**config.mk**
```make
export PLATFORM = sky130hd
export DESIGN_NAME = gpio_ctrl
export DESIGN_NICKNAME = d
export VERILOG_FILES = /design/src/rtl/gpio_ctrl_pkg.sv /design/src/rtl/gpio_chan.sv /design/src/rtl/gpio_ctrl.sv
export SDC_FILE = /design/constraint.sdc
export NUM_CORES = 1
export LEC_CHECK = 0
export CORE_MARGIN = 1.5
export CORE_UTILIZATION = 30
export DETAILED_ROUTE_END_ITERATION = 12
export SETUP_SLACK_MARGIN = 0.5
export SYNTH_ARGS = -nofsm -noshare
export SYNTH_HDL_FRONTEND = slang
export SYNTH_HIERARCHICAL = 1
export SYNTH_SLANG_ARGS = --single-unit
```
**constraint.sdc**
```tcl
create_clock -name clk -period 2.6 [get_ports clk]
set_input_delay 0.26 -clock clk [delete_from_list [all_inputs] [get_ports clk]]
set_output_delay 0.26 -clock clk [all_outputs]
set_load 0.05 [all_outputs]
```
**src/rtl/gpio_ctrl_pkg.sv**
```systemverilog
// Shared definitions for the GPIO register controller: register offsets,
// interrupt bit indices and the access FSM state type.
package gpio_ctrl_pkg;

    localparam logic [8:0] GPIO_DATA_OFS  = 9'h000;
    localparam logic [8:0] GPIO_TRI_OFS   = 9'h004;
    localparam logic [8:0] GPIO2_DATA_OFS = 9'h008;
    localparam logic [8:0] GPIO2_TRI_OFS  = 9'h00C;
    localparam logic [8:0] GIER_OFS       = 9'h11C;
    localparam logic [8:0] ISR_OFS        = 9'h120;
    localparam logic [8:0] IER_OFS        = 9'h128;

    localparam int GIER_EN_BIT = 31;
    localparam int CH1         = 0;
    localparam int CH2         = 1;

    typedef enum logic {
        IDLE,
        RESP
    } state_e;

    // Word match: byte-lane bits [1:0] never take part in decode.
    function automatic logic addr_hit(input logic [8:0] addr, input logic [8:0] ofs);
        return addr[8:2] == ofs[8:2];
    endfunction

endpackage

```
**src/rtl/gpio_chan.sv**
```systemverilog
// One GPIO channel: data/tri registers, two-flop input synchroniser and
// change detector over the bits currently configured as inputs.
module gpio_chan
    import gpio_ctrl_pkg::*;
#(
    parameter int          WIDTH    = 32,
    parameter logic [31:0] DOUT_DEF = 32'h0,
    parameter logic [31:0] TRI_DEF  = 32'hFFFF_FFFF
) (
    input  logic             clk,
    input  logic             rst_n,
    input  logic             data_we,
    input  logic             tri_we,
    input  logic [WIDTH-1:0] wdata,
    input  logic             arm,
    input  logic [WIDTH-1:0] pins_i,
    output logic [WIDTH-1:0] data_o,
    output logic [WIDTH-1:0] tri_o,
    output logic [WIDTH-1:0] rd_o,
    output logic             chg_o
);

    logic [WIDTH-1:0] data_q, data_d;
    logic [WIDTH-1:0] tri_q, tri_d;
    logic [WIDTH-1:0] sync1_q, sync2_q, prev_q;

    always_comb begin
        data_d = data_q;
        tri_d  = tri_q;
        if (data_we) data_d = wdata;
        if (tri_we)  tri_d  = wdata;
    end

    always_ff @(posedge clk or negedge rst_n) begin
        if (!rst_n) begin
            data_q  <= DOUT_DEF[WIDTH-1:0];
            tri_q   <= TRI_DEF[WIDTH-1:0];
            sync1_q <= '0;
            sync2_q <= '0;
            prev_q  <= '0;
        end else begin
            data_q  <= data_d;
            tri_q   <= tri_d;
            sync1_q <= pins_i;
            sync2_q <= sync1_q;
            prev_q  <= sync2_q;
        end
    end

    assign data_o = data_q;
    assign tri_o  = tri_q;
    assign rd_o   = (tri_q & sync2_q) | (~tri_q & data_q);
    // Output-mode bits are masked with the tri value of this cycle.
    assign chg_o  = arm & (|((sync2_q ^ prev_q) & tri_q));

endmodule

```
**src/rtl/gpio_ctrl.sv**
```systemverilog
// Register-mapped GPIO controller: req/ack register port, two channels,
// interrupt status/enable/global enable and a registered level interrupt.
//
//   state | meaning
//   IDLE  | waiting for reg_req; a request is executed on this edge
//   RESP  | reg_ack high for one cycle with reg_err/reg_rdata; reg_req ignored
module gpio_ctrl
    import gpio_ctrl_pkg::*;
#(
    parameter int          C_GPIO_WIDTH     = 32,
    parameter int          C_GPIO2_WIDTH    = 32,
    parameter int          C_IS_DUAL        = 1,
    parameter logic [31:0] C_DOUT_DEFAULT   = 32'h0,
    parameter logic [31:0] C_TRI_DEFAULT    = 32'hFFFF_FFFF,
    parameter logic [31:0] C_DOUT_DEFAULT_2 = 32'h0,
    parameter logic [31:0] C_TRI_DEFAULT_2  = 32'hFFFF_FFFF
) (
    input  logic                     clk,
    input  logic                     rst_n,
    input  logic                     reg_req,
    input  logic                     reg_we,
    input  logic [8:0]               reg_addr,
    input  logic [31:0]              reg_wdata,
    output logic                     reg_ack,
    output logic                     reg_err,
    output logic [31:0]              reg_rdata,
    input  logic [C_GPIO_WIDTH-1:0]  gpio_io_i,
    output logic [C_GPIO_WIDTH-1:0]  gpio_io_o,
    output logic [C_GPIO_WIDTH-1:0]  gpio_io_t,
    input  logic [C_GPIO2_WIDTH-1:0] gpio2_io_i,
    output logic [C_GPIO2_WIDTH-1:0] gpio2_io_o,
    output logic [C_GPIO2_WIDTH-1:0] gpio2_io_t,
    output logic                     ip2intc_irpt
);

    localparam bit DUAL = (C_IS_DUAL != 0);

    state_e      state_q;
    logic        ack_q, err_q;
    logic [31:0] rdata_q;

    logic [1:0]  isr_q, isr_d;
    logic [1:0]  ier_q, ier_d;
    logic        gier_q, gier_d;
    logic [1:0]  arm_q, arm_d;
    logic        irq_q, irq_d;

    logic hit_data, hit_tri, hit_data2, hit_tri2, hit_gier, hit_isr, hit_ier;
    logic mapped, accept, wr;
    logic armed;

    logic [C_GPIO_WIDTH-1:0]  ch1_rd;
    logic                     ch1_chg;
    logic [C_GPIO2_WIDTH-1:0] ch2_rd;
    logic                     ch2_chg;
    logic [31:0]              ext_rd1, ext_tri1, ext_rd2, ext_tri2, rdata_v;

    assign hit_data  = addr_hit(reg_addr, GPIO_DATA_OFS);
    assign hit_tri   = addr_hit(reg_addr, GPIO_TRI_OFS);
    assign hit_data2 = DUAL && addr_hit(reg_addr, GPIO2_DATA_OFS);
    assign hit_tri2  = DUAL && addr_hit(reg_addr, GPIO2_TRI_OFS);
    assign hit_gier  = addr_hit(reg_addr, GIER_OFS);
    assign hit_isr   = addr_hit(reg_addr, ISR_OFS);
    assign hit_ier   = addr_hit(reg_addr, IER_OFS);
    assign mapped    = hit_data | hit_tri | hit_data2 | hit_tri2 | hit_gier | hit_isr | hit_ier;

    assign accept = (state_q == IDLE) && reg_req;
    assign wr     = accept && reg_we;
    assign armed  = (arm_q == 2'd3);

    gpio_chan #(
        .WIDTH    (C_GPIO_WIDTH),
        .DOUT_DEF (C_DOUT_DEFAULT),
        .TRI_DEF  (C_TRI_DEFAULT)
    ) u_ch1 (
        .clk     (clk),
        .rst_n   (rst_n),
        .data_we (wr && hit_data),
        .tri_we  (wr && hit_tri),
        .wdata   (reg_wdata[C_GPIO_WIDTH-1:0]),
        .arm     (armed),
        .pins_i  (gpio_io_i),
        .data_o  (gpio_io_o),
        .tri_o   (gpio_io_t),
        .rd_o    (ch1_rd),
        .chg_o   (ch1_chg)
    );

    generate
        if (C_IS_DUAL != 0) begin : g_ch2
            gpio_chan #(
                .WIDTH    (C_GPIO2_WIDTH),
                .DOUT_DEF (C_DOUT_DEFAULT_2),
                .TRI_DEF  (C_TRI_DEFAULT_2)
            ) u_ch2 (
                .clk     (clk),
                .rst_n   (rst_n),
                .data_we (wr && hit_data2),
                .tri_we  (wr && hit_tri2),
                .wdata   (reg_wdata[C_GPIO2_WIDTH-1:0]),
                .arm     (armed),
                .pins_i  (gpio2_io_i),
                .data_o  (gpio2_io_o),
                .tri_o   (gpio2_io_t),
                .rd_o    (ch2_rd),
                .chg_o   (ch2_chg)
            );
        end else begin : g_no_ch2
            logic unused_pins;
            assign unused_pins = ^gpio2_io_i;
            assign gpio2_io_o  = '0;
            assign gpio2_io_t  = '1;
            assign ch2_rd      = '0;
            assign ch2_chg     = 1'b0;
        end
    endgenerate

    logic unused_addr;
    assign unused_addr = ^reg_addr[1:0];

    always_comb begin
        ext_rd1  = '0;
        ext_tri1 = '0;
        ext_rd2  = '0;
        ext_tri2 = '0;
        ext_rd1[C_GPIO_WIDTH-1:0]   = ch1_rd;
        ext_tri1[C_GPIO_WIDTH-1:0]  = gpio_io_t;
        ext_rd2[C_GPIO2_WIDTH-1:0]  = ch2_rd;
        ext_tri2[C_GPIO2_WIDTH-1:0] = gpio2_io_t;
    end

    always_comb begin
        rdata_v = '0;
        if (hit_data)  rdata_v = ext_rd1;
        if (hit_tri)   rdata_v = ext_tri1;
        if (hit_data2) rdata_v = ext_rd2;
        if (hit_tri2)  rdata_v = ext_tri2;
        if (hit_gier)  rdata_v[GIER_EN_BIT] = gier_q;
        if (hit_isr)   rdata_v[1:0] = isr_q;
        if (hit_ier)   rdata_v[1:0] = ier_q;
    end

    always_comb begin
        isr_d  = isr_q;
        ier_d  = ier_q;
        gier_d = gier_q;
        arm_d  = armed ? arm_q : arm_q + 2'd1;
        if (wr && hit_isr)  isr_d  = isr_q ^ reg_wdata[1:0];
        if (wr && hit_ier)  ier_d  = reg_wdata[1:0];
        if (wr && hit_gier) gier_d = reg_wdata[GIER_EN_BIT];
        // Hardware set is applied after the toggle so it wins a collision.
        if (ch1_chg) isr_d[CH1] = 1'b1;
        if (ch2_chg) isr_d[CH2] = 1'b1;
        irq_d = gier_q & (|(isr_q & ier_q));
    end

    always_ff @(posedge clk or negedge rst_n) begin
        if (!rst_n) begin
            isr_q  <= '0;
            ier_q  <= '0;
            gier_q <= 1'b0;
            arm_q  <= '0;
            irq_q  <= 1'b0;
        end else begin
            isr_q  <= isr_d;
            ier_q  <= ier_d;
            gier_q <= gier_d;
            arm_q  <= arm_d;
            irq_q  <= irq_d;
        end
    end

    always_ff @(posedge clk or negedge rst_n) begin
        if (!rst_n) begin
            state_q <= IDLE;
            ack_q   <= 1'b0;
            err_q   <= 1'b0;
            rdata_q <= '0;
        end else begin
            case (state_q)
                IDLE: begin
                    if (reg_req) begin
                        state_q <= RESP;
                        ack_q   <= 1'b1;
                        err_q   <= ~mapped;
                        rdata_q <= reg_we ? 32'h0 : rdata_v;
                    end
                end
                RESP: begin
                    state_q <= IDLE;
                    ack_q   <= 1'b0;
                    err_q   <= 1'b0;
                    rdata_q <= '0;
                end
                default: begin
                    state_q <= IDLE;
                    ack_q   <= 1'b0;
                    err_q   <= 1'b0;
                    rdata_q <= '0;
                end
            endcase
        end
    end

    assign reg_ack      = ack_q;
    assign reg_err      = err_q;
    assign reg_rdata    = rdata_q;
    assign ip2intc_irpt = irq_q;

endmodule

```
# After elaboration in Yosys (flattened, before gate mapping)
# Index checks and enable logic that the tools add are counted.
# totals
reg_bits	363
input_bits	109
out_inout_bits	163
word_cells	88
# classes
add_sub_neg	1
n_eq_ne	8
n_mux	19
bitwise_logic	25
reduce_logical	15
# op_table
cell	n
32-bit AND	6
32-bit two-way mux	6
32-bit NOT	2
32-bit OR	2
32-bit one-hot mux with 2 select lines	1
32-bit OR reduction	2
32-bit XOR	2
7-bit equality test (second input constant)	3
7-bit by 2-bit equality test with 1-bit output (second input constant)	2
1-bit logical AND	9
7-bit by 1-bit equality test with 1-bit output (second input constant)	1
7-bit logical NOT	1
1-bit two-way mux	6
2-bit two-way mux	3
1-bit OR	6
1-bit one-hot mux with 2 select lines	3
2-bit nonzero test	2
1-bit AND	3
2-bit by 1-bit adder with 2-bit output (second input constant)	1
2-bit AND	1
2-bit equality test (second input constant)	1
2-bit inequality test (second input constant)	1
1-bit NOT	2
2-bit OR reduction	1
2-bit XOR	1

# Longest topological paths before layout
# Gate-level depths: netlist of the first run.
# depth
word_depth	12
depth_mapped	8
ltp_nobuf	7

# Hierarchy
# Netlist of the first run, hierarchy kept.
# modules_own_cells
module	instances	cells_each	area_per_inst_um2	seq_area_each_um2
gpio_chan	2	316	5625.4	4043.9
gpio_ctrl	1	267	2628.8	1076.0

# Worst setup path before layout of the first run
# OpenSTA, ideal clock, no wires.
# synth_path
path_kind	reg2reg
startpoint	register g_ch2.u_ch2.tri_q[1] (netlist: g_ch2.u_ch2/tri_o[1])
endpoint	register rdata_q[1] (netlist: reg_rdata[1])
setup_ns	0.126
arrival_ns	1.817
t_required_ns	2.474
slack_ns	0.657
stages_incl_launch_ff	4
path_buffers	0
synth_period_minus_slack_ns	1.943
path_cell_list	dfstp_2 > mux2_2 > mux4_2 > a221o_1
# synth_via
elab_chain_len	10
word_cells_on_any_way	11
cone_classes	7 x mux; 4 x bitwise
# synth_lines
element	line_no	rtl
from (decl)	gpio_chan.sv:24	logic [WIDTH-1:0] tri_q, tri_d;
from (signal assigned)	gpio_chan.sv:37	tri_q <= TRI_DEF[WIDTH-1:0];
from (signal assigned)	gpio_chan.sv:43	tri_q <= tri_d;
32-bit NOT	gpio_chan.sv:52	assign rd_o = (tri_q & sync2_q) | (~tri_q & data_q);
32-bit AND	gpio_chan.sv:52	
32-bit OR *	gpio_chan.sv:52	
via ch2_rd[1]	gpio_ctrl.sv:54	logic [C_GPIO2_WIDTH-1:0] ch2_rd;
32-bit two-way mux *	gpio_ctrl.sv:136	if (hit_data2) rdata_v = ext_rd2;
32-bit two-way mux *	gpio_ctrl.sv:137	if (hit_tri2) rdata_v = ext_tri2;
2-bit two-way mux *	gpio_ctrl.sv:139	if (hit_isr) rdata_v[1:0] = isr_q;
2-bit two-way mux *	gpio_ctrl.sv:140	if (hit_ier) rdata_v[1:0] = ier_q;
32-bit two-way mux *	gpio_ctrl.sv:186	rdata_q <= reg_we ? 32'h0 : rdata_v;
32-bit two-way mux *	gpio_ctrl.sv:182	if (reg_req) begin
32-bit one-hot mux with 2 select lines *	gpio_ctrl.sv:180	case (state_q)
to (signal assigned)	gpio_ctrl.sv:186	
to (decl)	gpio_ctrl.sv:40	logic [31:0] rdata_q;
# Mark *: on every way through the listed nets, which the timed path passes. The rest lies on a longest branch. The select of a mux whose other input is x is not followed.
# A chain may end at the register's enable or synchronous reset.

# Final worst setup path of the first run
# layout_path
startpoint	register g_ch2.u_ch2.sync2_q[7]
endpoint	register isr_q[1]
# layout_via
elab_chain_len	5
word_cells_on_any_way	6
cone_classes	1 x mux; 3 x bitwise; 2 x reduce/logical
# layout_lines
element	line_no	rtl
from (decl)	gpio_chan.sv:25	logic [WIDTH-1:0] sync1_q, sync2_q, prev_q;
from (signal assigned)	gpio_chan.sv:45	sync2_q <= sync1_q;
32-bit XOR *	gpio_chan.sv:54	assign chg_o = arm & (|((sync2_q ^ prev_q) & tri_q));
32-bit AND *	gpio_chan.sv:54	
32-bit OR reduction *	gpio_chan.sv:54	
1-bit AND *	gpio_chan.sv:54	
via ch2_chg	gpio_ctrl.sv:55	logic ch2_chg;
1-bit two-way mux or 2-bit nonzero test (tied branches)	n/a	
to (signal assigned)	gpio_ctrl.sv:165	isr_q <= isr_d;
to (decl)	gpio_ctrl.sv:42	logic [1:0] isr_q, isr_d;
# Mark *: on every way through the listed nets, which the timed path passes. The rest lies on a longest branch.

==> flow_summary.json, run 1 <==
{
  "outcome": "completed",
  "final_common_cell": "dfrtp_1",
  "gr-total-overflow": 0,
  "design.core.area_um2": 45480,
  "drive_gt1_share_pct": 33.66,
  "period_share_pct": 78.37,
  "cts_tree": "yes",
  "ant_nets": 0,
  "final_util_pct": 41.62,
  "nFillCells": 4232,
  "intPower_uw": 9830,
  "yosysUniqueCellTypes": 45,
  "nets": 1321,
  "fin_tns_setup_ps": 0,
  "startpoint": "g_ch2.u_ch2/sync2_q[7]",
  "dieWidth_um": 218.1,
  "grt_max_degree": 81,
  "clkLatencyLatePin_ps": 550,
  "min_from": "gpio2_io_i[17]",
  "final-seq-area_um2": 9164,
  "port_buffers": 269,
  "crit_required_ps": 3010,
  "total_power_uw": 13030,
  "max-vdd-ir-drop_v": 0.0004940,
  "antenna_found_initial": 3,
  "ys_seq_elements": 363,
  "synthFlopType": "dfrtp_1",
  "clk_pin_slew_ps": 60,
  "final_cell_mix": "dfrtp_1, mux2_2, clkdlybuf4s50_1",
  "grt_pass1_vias": 9324,
  "multi_input_area_um2": 4632,
  "p_sw_share_pct": 24.57,
  "numCtsBuffers": 41,
  "htreeDepth": 2,
  "gr-usage-all-layers_pct": 17.13,
  "p_seq_share_pct": 46.8,
  "cts_sinks": 363,
  "rr_worst_depth": 7,
  "syn_nets": 1009,
  "gp_congestion": 0.7597,
  "dr.pass1.iters": 4,
  "remaining_drc_errors": 0,
  "drt_iter0_drc": 421,
  "r2r_start": "g_ch2.u_ch2/sync2_q[7]",
  "grt_pass1_wl_um": 60020,
  "viasPerCell": 4.673,
  "cts_buffer_depth": 3,
  "async_reset_ff_share_pct": 100.0,
  "worst_pin_slew_ps": 685.5,
  "layout-area-overhead-vs-synth_pct": 36.37,
  "timing.fmax_ghz": 0.4908,
  "leakagePower_uw": 0.008675,
  "hold_viol": 0,
  "holdWs_ps": 144.1,
  "yosysTopAreaCell": "dfrtp_1",
  "cts_root_buf": "clkbuf_16",
  "vias": 8612,
  "avgSynthCellArea_um2": 15.44,
  "setup_viol_count_final": 0,
  "rrSetupSlack_ps": 560,
  "synth_cells": 899,
  "report.final.slew_viol_count": 0,
  "synth_enable_flop_cells": 0,
  "end_kind": "flip-flop",
  "fin_ws_ps": 562.4,
  "worstSetupPathType": "reg -> reg",
  "hold_depth": 1,
  "dp_slack_ps": 172.6,
  "ys_seq_area_share_pct": 66.02,
  "dp_hpwl_um": 26590,
  "start_util_pct": 30.52,
  "crit_fanout": 3,
  "startpoint_type": "flip-flop",
  "wirelength_um": 39900,
  "die_area_um2": 47570,
  "maxCapViolCount": 0,
  "die_h_um": 218.1,
  "synth_area_leaders": "dfrtp_1, mux2_2, dfstp_2",
  "yosysWarnings": 6,
  "yosys.area.top_type_share_pct": 53.91,
  "hp-class": "in -> reg",
  "p_per_area_nw_per_um2": 688.5,
  "pwr-share-comb_pct": 9.5,
  "io_pins": 272,
  "slew_headroom_pct": 54.30,
  "rsz0062_at_grt": "yes",
  "net-switching-power_uw": 3202,
  "std_cell_rows": 78,
  "skew_ps": 11.59,
  "p_clk_share_pct": 43.8,
  "period_needed_ps": 2038,
  "arrival_ps": 2450,
  "drt-wirelength-per-cell_um": 21.65,
  "netlist_area_um2": 13880
}
[final timing paths]
path / to
setup / recovery: isr_q[1]
hold / removal: g_ch2.u_ch2/sync1_q[17]
setup reg to reg: isr_q[1]
hold reg to reg: g_ch2.u_ch2/sync2_q[19]
max in group asynchronous: u_ch1/tri_o[16]
min in group asynchronous: u_ch1/sync2_q[24]
[cell type report]
type                    count  area share [%]
clock buffers              57           6.280
multi-input cells         497           24.47
diodes                      1         0.01322
clock inverters            17          0.7867
inverters                   2         0.03966
well taps                 600           3.966
flip-flops and latches    363           48.42
repair buffers            306           16.02
[per-layer routing]
layer  global-route usage, %  up-vias  share of wire (%)
li1                        -     3861                  -
met1                   21.71     4414                 42
met2                   28.04      257                 48
met3                   4.551       76                6.5
met4                   6.299        4                2.9
met5                       0        -              0.068
[Yosys cell counts, drive strengths merged (2+ instances only)]
master,instances
nand4,10
xor2,64
dfrtp,299
dfstp,64
and4,2
a41oi,2
a221oi,8
nand2b,3
nor2b,2
nor2,41
buf,23
nand2,31
mux4,3
o31a,2
inv,2
nor3,3
a221o,2
a22o,9
o31ai,29
a22oi,17
mux2,225
a311oi,2
clkbuf,14
o22ai,29
[kinds of logic (layout without fill, tap and decap cells)]
family	count (synthesis)	count (layout)	share of synthesized area [%]
compound gates	103	103	6.256
xor+xnor	65	65	4.102
fa+ha+maj	1	1	0.09013
other cells	0	1	0
mux	229	229	18.81
buf+inv	39	382	1.379
simple gates	99	99	3.336
flops	363	363	66.02
[power groups by stage]
| stage | Combinational [uW] | Sequential [uW] | Clock [uW] |
|---|---|---|---|
| floorplan | 351 | 6410 | 0 |
| global placement | 1250 | 6190 | 0 |
| detailed placement | 1260 | 6190 | 0 |
| CTS | 1260 | 6100 | 5910 |
| global route | 1320 | 6120 | 6130 |
| finish | 1240 | 6090 | 5700 |
[through the flow]
stage / area [um2] / instances
global placement: 17530 / 1763
global route: 18920 / 1842
floorplan: 13880 / 899
detailed placement: 17530 / 1763
finish: 18930 / 1843
CTS: 18890 / 1842
[sequential cells by signal, indices dropped and copies added, names as in the netlist, 32 cells and up]
name	flops
g_ch2.u_ch2/data_o	32
u_ch1/tri_o	32
reg_rdata	32
g_ch2.u_ch2/sync2_q	32
g_ch2.u_ch2/prev_q	32
u_ch1/prev_q	32
u_ch1/sync1_q	32
u_ch1/data_o	32
g_ch2.u_ch2/sync1_q	32
u_ch1/sync2_q	32
g_ch2.u_ch2/tri_o	32
[critical path, stage by stage (launching register included)]
cell,delay (ps)
dfrtp_1,400
xor2_1,170
a22o_1,260
a221oi_4,260
nand4_1,210
o31a_1,300
a311oi_1,220
a41oi_1,70
[repair_timing]
action / 4_1_cts / 5_1_grt
setup buffers: 4 / 0
setup endpoints to repair: 102 / 12
resized for setup: 74 / 11
pin swaps: 12 / 4
endpoints found under the hold margin: 56 / 0
hold buffers: 1 / 0
No activity file was read; power rests on OpenSTA's default activity.
==> run 2: changes to the inputs <==
clock period = 2 ns   (was 2.6 ns; I/O delays follow)
==> run 2 against run 1 <==
- combinational power is 53% higher
- the flow now finishes with violations (negative setup slack)
- largest cell class unchanged
- highest routed layer is now met4
- largest power group unchanged
- total power grew 33%
- worst setup slack got worse by 710 ps
==> flow_summary.json, run 2 (synthesized netlist as in run 1, its figures left out) <==
{
  "slew_headroom_pct": 68.30,
  "rr_worst_depth": 7,
  "dr.pass1.iters": 4,
  "arrival_ps": 2570,
  "die_h_um": 218.1,
  "rrSetupSlack_ps": -150,
  "end_kind": "flip-flop",
  "start_util_pct": 30.52,
  "ant_nets": 0,
  "fin_ws_ps": -147.9,
  "antenna_cells": 0,
  "setup_viol_count_final": 2,
  "remaining_drc_errors": 0,
  "pwr-share-comb_pct": 11.0,
  "violations": "negative setup slack",
  "nets": 1400,
  "std_cell_rows": 78,
  "final-seq-area_um2": 9276,
  "final_cell_mix": "dfrtp_1, mux2_4, clkdlybuf4s50_1",
  "p_clk_share_pct": 43.2,
  "startpoint_type": "flip-flop",
  "r2r_start": "g_ch2.u_ch2/sync2_q[2]",
  "place_area_um2": 18600,
  "die_area_um2": 47570,
  "drive_gt1_share_pct": 53.14,
  "wirelength_um": 44560,
  "gr-total-overflow": 0,
  "worstSetupPathType": "reg -> reg",
  "gp_congestion": 0.7792,
  "reg2reg_to": "isr_q[1]",
  "clkLatencyLatePin_ps": 560,
  "outcome": "finished, violations left",
  "io_pins": 272,
  "fin_tns_setup_ps": -261.9,
  "design.core.area_um2": 45480,
  "total_power_uw": 17350,
  "gr-usage-all-layers_pct": 18.70,
  "holdWs_ps": 73.07,
  "dp_hpwl_um": 28180,
  "p_sw_share_pct": 25.04,
  "leakagePower_uw": 0.009591,
  "cts_tree": "yes",
  "antenna_found_initial": 0,
  "rsz0062_at_grt": "yes",
  "cts_sinks": 363,
  "drt_iter0_drc": 394,
  "nFillCells": 4013,
  "dieWidth_um": 218.1,
  "min_delay_worst_endpoint": "g_ch2.u_ch2/sync1_q[26]",
  "skew_ps": 18.02,
  "final_area_um2": 21280,
  "report.final.slew_viol_count": 0,
  "final_common_cell": "dfrtp_1",
  "max-vdd-ir-drop_v": 0.0005423,
  "grt_pass1_vias": 9918,
  "clk_pin_slew_ps": 60,
  "htreeDepth": 2,
  "net-switching-power_uw": 4345,
  "grt_max_degree": 69,
  "cts_buffer_depth": 3,
  "multi_input_area_um2": 5761,
  "p_seq_share_pct": 45.9,
  "timing.fmax_ghz": 0.4656,
  "worst_pin_slew_ps": 475.5,
  "hp-class": "in -> reg",
  "crit_fanout": 3,
  "intPower_uw": 13010,
  "min_from": "gpio2_io_i[26]",
  "grt_pass1_wl_um": 64850,
  "cts_root_buf": "clkbuf_16",
  "hold_depth": 1,
  "drt-wirelength-per-cell_um": 23.17,
  "period_share_pct": 107.4,
  "hold_viol": 0,
  "port_buffers": 269,
  "p_per_area_nw_per_um2": 815.4,
  "vias": 9034,
  "numCtsBuffers": 41,
  "viasPerCell": 4.698,
  "maxCapViolCount": 0,
  "crit_required_ps": 2420,
  "period_needed_ps": 2148,
  "layout-area-overhead-vs-synth_pct": 53.33
}
==> run 2: cell types whose count changed in the layout (fill, tap and decap cells not counted), sizes merged, moves of 10 or more <==
cell	delta
clkbuf	+10
dlygate4sd2	-68
clkdlybuf4s50	-85
buf	+236
dlymetal6s2s	-10
==> run 2: worst max-delay path by stage <==
stage	startpoint	end	depth (start not counted)
floorplan	g_ch2.u_ch2/tri_o[0]	reg_rdata[0]	4
global placement	g_ch2.u_ch2/sync2_q[2]	isr_q[1]	7
detailed placement	g_ch2.u_ch2/sync2_q[2]	isr_q[1]	7
CTS	g_ch2.u_ch2/sync2_q[2]	isr_q[1]	7
global route	g_ch2.u_ch2/sync2_q[2]	isr_q[1]	7
finish	g_ch2.u_ch2/sync2_q[2]	isr_q[1]	7
==> run 2: worst max-delay path, stage by stage, from the launching register on <==
cell	delay [ps]
dfrtp_1	410
xor2_1	180
a22o_1	260
a221oi_4	320
nand4_1	210
o31a_1	360
a311oi_2	230
a41oi_2	50
==> run 2: power by group through the flow <==
stage               Clock, uW  Sequential [uW]  Combinational [uW]
finish                   7490             7960                1900
global route             8020             7990                2020
CTS                      7710             7950                1850
detailed placement          0             8070                1800
global placement            0             8070                1790
floorplan                   0             8360                 575
==> run 2: layer usage <==
| layer | global-route usage [%] | wire [um] | part of all wire, % | vias up |
|---|---|---|---|---|
| met3 | 3.869 | 2191 | 4.9 | 71 |
| met2 | 30.76 | 21780 | 49 | 240 |
| met5 | 0 | 0 | 0 | - |
| met1 | 24.11 | 19230 | 43 | 4707 |
| met4 | 7.264 | 1356 | 3.0 | 0 |
| li1 | - | - | - | 4016 |
==> run 2: cell type report <==
cell class	instances	share of cell area (%)
Clock buffer	61	5.656
Timing Repair Buffer	385	19.50
Sequential cell	363	43.59
Multi-Input combinational cell	497	27.07
Tap cell	600	3.528
Clock inverter	15	0.6232
Inverter	2	0.03528
==> run 2: what timing repair did <==
item | CTS | global route
setup buffers | 27 | 8
pin swaps | 27 | 16
endpoints found under the hold margin | 117 | 0
hold buffers | 1 | 0
setup endpoints to repair | 323 | 232
gates cloned | 14 | 2
resized for setup | 746 | 125
==> run 2: per-stage QoR <==
stage	std cells	utilization (%)	setup slack (ps)
floorplan	899	-	120.7
global placement	1795	40.90	-242.7
detailed placement	1795	40.90	-268.9
CTS	1913	45.27	-171.4
global route	1923	46.79	-231.3
finish	1923	46.79	-147.9
==> run 3: changes to the inputs <==
CORE_ASPECT_RATIO = 0.75   (was not set)
==> run 3 against run 2 <==
- the run still ends with negative setup slack left
- fmax grew 4.9%
- worst hold slack improved by 29 ps
- clock skew down 5.5 ps
- cell count grew 0.36%
- cell area rose by 0.56%
- flip-flop and latch count unchanged
- critical path depth unchanged
- die area barely moved
- non-clock buffer count is 17 higher
- via count grew 0.68%
- critical endpoint unchanged
==> flow_summary.json, run 3 (synthesized netlist as in run 1, its figures left out) <==
{
  "drive_gt1_share_pct": 53.86,
  "crit_chain": "xor2_1 -> a22o_1 -> a221oi_4 -> nand4_1 -> o31a_1 -> a311oi_2 -> a41oi_1",
  "total_power_uw": 17160,
  "violations": "negative setup slack",
  "io_pins": 272,
  "arrival_ps": 2430,
  "startpoint_type": "flip-flop",
  "grt_pass1_vias": 9788,
  "timing.fmax_ghz": 0.4882,
  "clk_pin_slew_ps": 60,
  "place_area_um2": 18700,
  "slew_headroom_pct": 71.34,
  "dr.pass1.iters": 4,
  "rr_worst_depth": 7,
  "std_cell_rows": 68,
  "cts_sinks": 363,
  "gr-usage-all-layers_pct": 18.60,
  "leakagePower_uw": 0.009639,
  "remaining_drc_errors": 0,
  "critPathTopFamily": "compound AO/OA/AOI/OAI gates",
  "antenna_found_initial": 2,
  "cts_root_buf": "clkbuf_16",
  "final_common_cell": "dfrtp_1",
  "die_h_um": 189.3,
  "start_util_pct": 30.27,
  "clkLatencyLatePin_ps": 530,
  "antenna_cells": 0,
  "worst_pin_slew_ps": 430.0,
  "crit_required_ps": 2380,
  "max-vdd-ir-drop_v": 0.0004792,
  "hp-class": "in -> reg",
  "period_needed_ps": 2048,
  "report.final.slew_viol_count": 0,
  "final_cell_mix": "dfrtp_1, mux2_4, clkdlybuf4s50_1",
  "gr-total-overflow": 0,
  "wirelength_um": 44360,
  "end_kind": "flip-flop",
  "rrSetupSlack_ps": -50,
  "cts_tree": "yes",
  "dieWidth_um": 251.4,
  "r2r_start": "g_ch2.u_ch2/sync2_q[4]",
  "critPathBufInv": 0,
  "p_per_area_nw_per_um2": 802.0,
  "nets": 1415,
  "setup_viol_count_final": 2,
  "highest_layer": "met5",
  "layout-area-overhead-vs-synth_pct": 54.19,
  "dp_hpwl_um": 29080,
  "max_stage_delay_ps": 420,
  "nFillCells": 3968,
  "crit_cells": 7,
  "viasPerCell": 4.712,
  "crit_fanout": 2,
  "outcome": "finished, violations left",
  "cp-endpoint": "isr_q[1]",
  "rsz0062_at_grt": "yes",
  "grt_max_degree": 58,
  "ant_nets": 0,
  "vias": 9095,
  "reg2reg_to": "isr_q[1]",
  "port_buffers": 269,
  "dr_wl_met3_um": 2403,
  "drt_iter0_drc": 395,
  "cpMaxStageDelayCell": "dfrtp_1",
  "cts_buffer_depth": 3,
  "maxCapViolCount": 0,
  "fin_ws_ps": -48.28,
  "startpoint": "g_ch2.u_ch2/sync2_q[4]",
  "hold_viol": 0,
  "worstSetupPathType": "reg -> reg",
  "routed-wl-met2_um": 21100,
  "skew_ps": 12.50,
  "numCtsBuffers": 39,
  "design.core.area_um2": 45860,
  "drt-met1-wl_um": 20080,
  "htreeDepth": 2,
  "period_share_pct": 102.4,
  "die_area_um2": 47580,
  "gp_congestion": 0.7845,
  "grt_pass1_wl_um": 65510,
  "final_area_um2": 21400,
  "drt-wirelength-per-cell_um": 22.99
}
## run 3: changes by cell type in the layout (fill, tap and decap cells not counted), sizes merged
cell,before,now
clkdlybuf4s15,0,2
clkinvlp,1,2
buf,275,291
clkdlybuf4s18,0,2
clkbuf,67,62
inv,3,2
clkinv,11,8
## run 3: what timing repair did
action                                  4_1_cts  5_1_grt
buffers inserted                             27       24
hold buffers                                  1        0
resized for setup                           738      143
endpoints found under the setup margin      322      238
hold endpoints to repair                    162        0
pin swaps                                    16       20
cloned                                       10        1
## run 3: metrics by stage
stage	setup TNS (ps)	worst slack, ps	utilization (%)	hold slack [ps]	std cells
after floorplan	0	120.7	-	-95.59	899
after global placement	-22120	-326.1	40.77	161.0	1796
after detailed placement	-23860	-310.8	40.77	159.2	1796
after CTS	-197.2	-120.5	44.91	70.03	1905
after global routing	-363.3	-199.0	46.67	76.60	1930
final	-80.52	-48.28	46.67	102.0	1930
## run 3: cell type report
cell class / instances / area [um2] / share of cell area, %
clock buffer: 59 / 1164 / 5.437
clock inverter: 12 / 122.6 / 0.5730
inverter: 2 / 7.507 / 0.03508
multi-input combinational: 497 / 5812 / 27.16
sequential: 363 / 9276 / 43.35
tap: 595 / 744.5 / 3.479
timing repair buffer: 402 / 4274 / 19.97
## run 3: per-layer routing
layer	GRT usage, %	up-vias
met3	3.987	54
met5	0	-
met2	29.88	217
met1	25.83	4773
li1	-	4049
met4	4.101	2
## run 3: how the worst min path moves through the flow
| stage | startpoint | endpoint | slack, ps | cells past startpoint |
|---|---|---|---|---|
| 6_report | gpio_io_i[29] | u_ch1/sync1_q[29] | 100 | 1 |
| 3_3_place_gp | rst_n | g_ch2.u_ch2/sync2_q[23] | 160 | 1 |
| 3_5_place_dp | rst_n | g_ch2.u_ch2/sync2_q[23] | 160 | 1 |
| 5_1_grt | gpio_io_i[2] | u_ch1/sync1_q[2] | 80 | 1 |
| 4_1_cts | gpio_io_i[29] | u_ch1/sync1_q[29] | 70 | 1 |
| 2_1_floorplan | rst_n | arm_q[0] | -100 | 0 |
## run 3: power breakdown
part	switching (uW)	internal [uW]
clock network	2950	4290
registers	272	7700
logic	1040	911
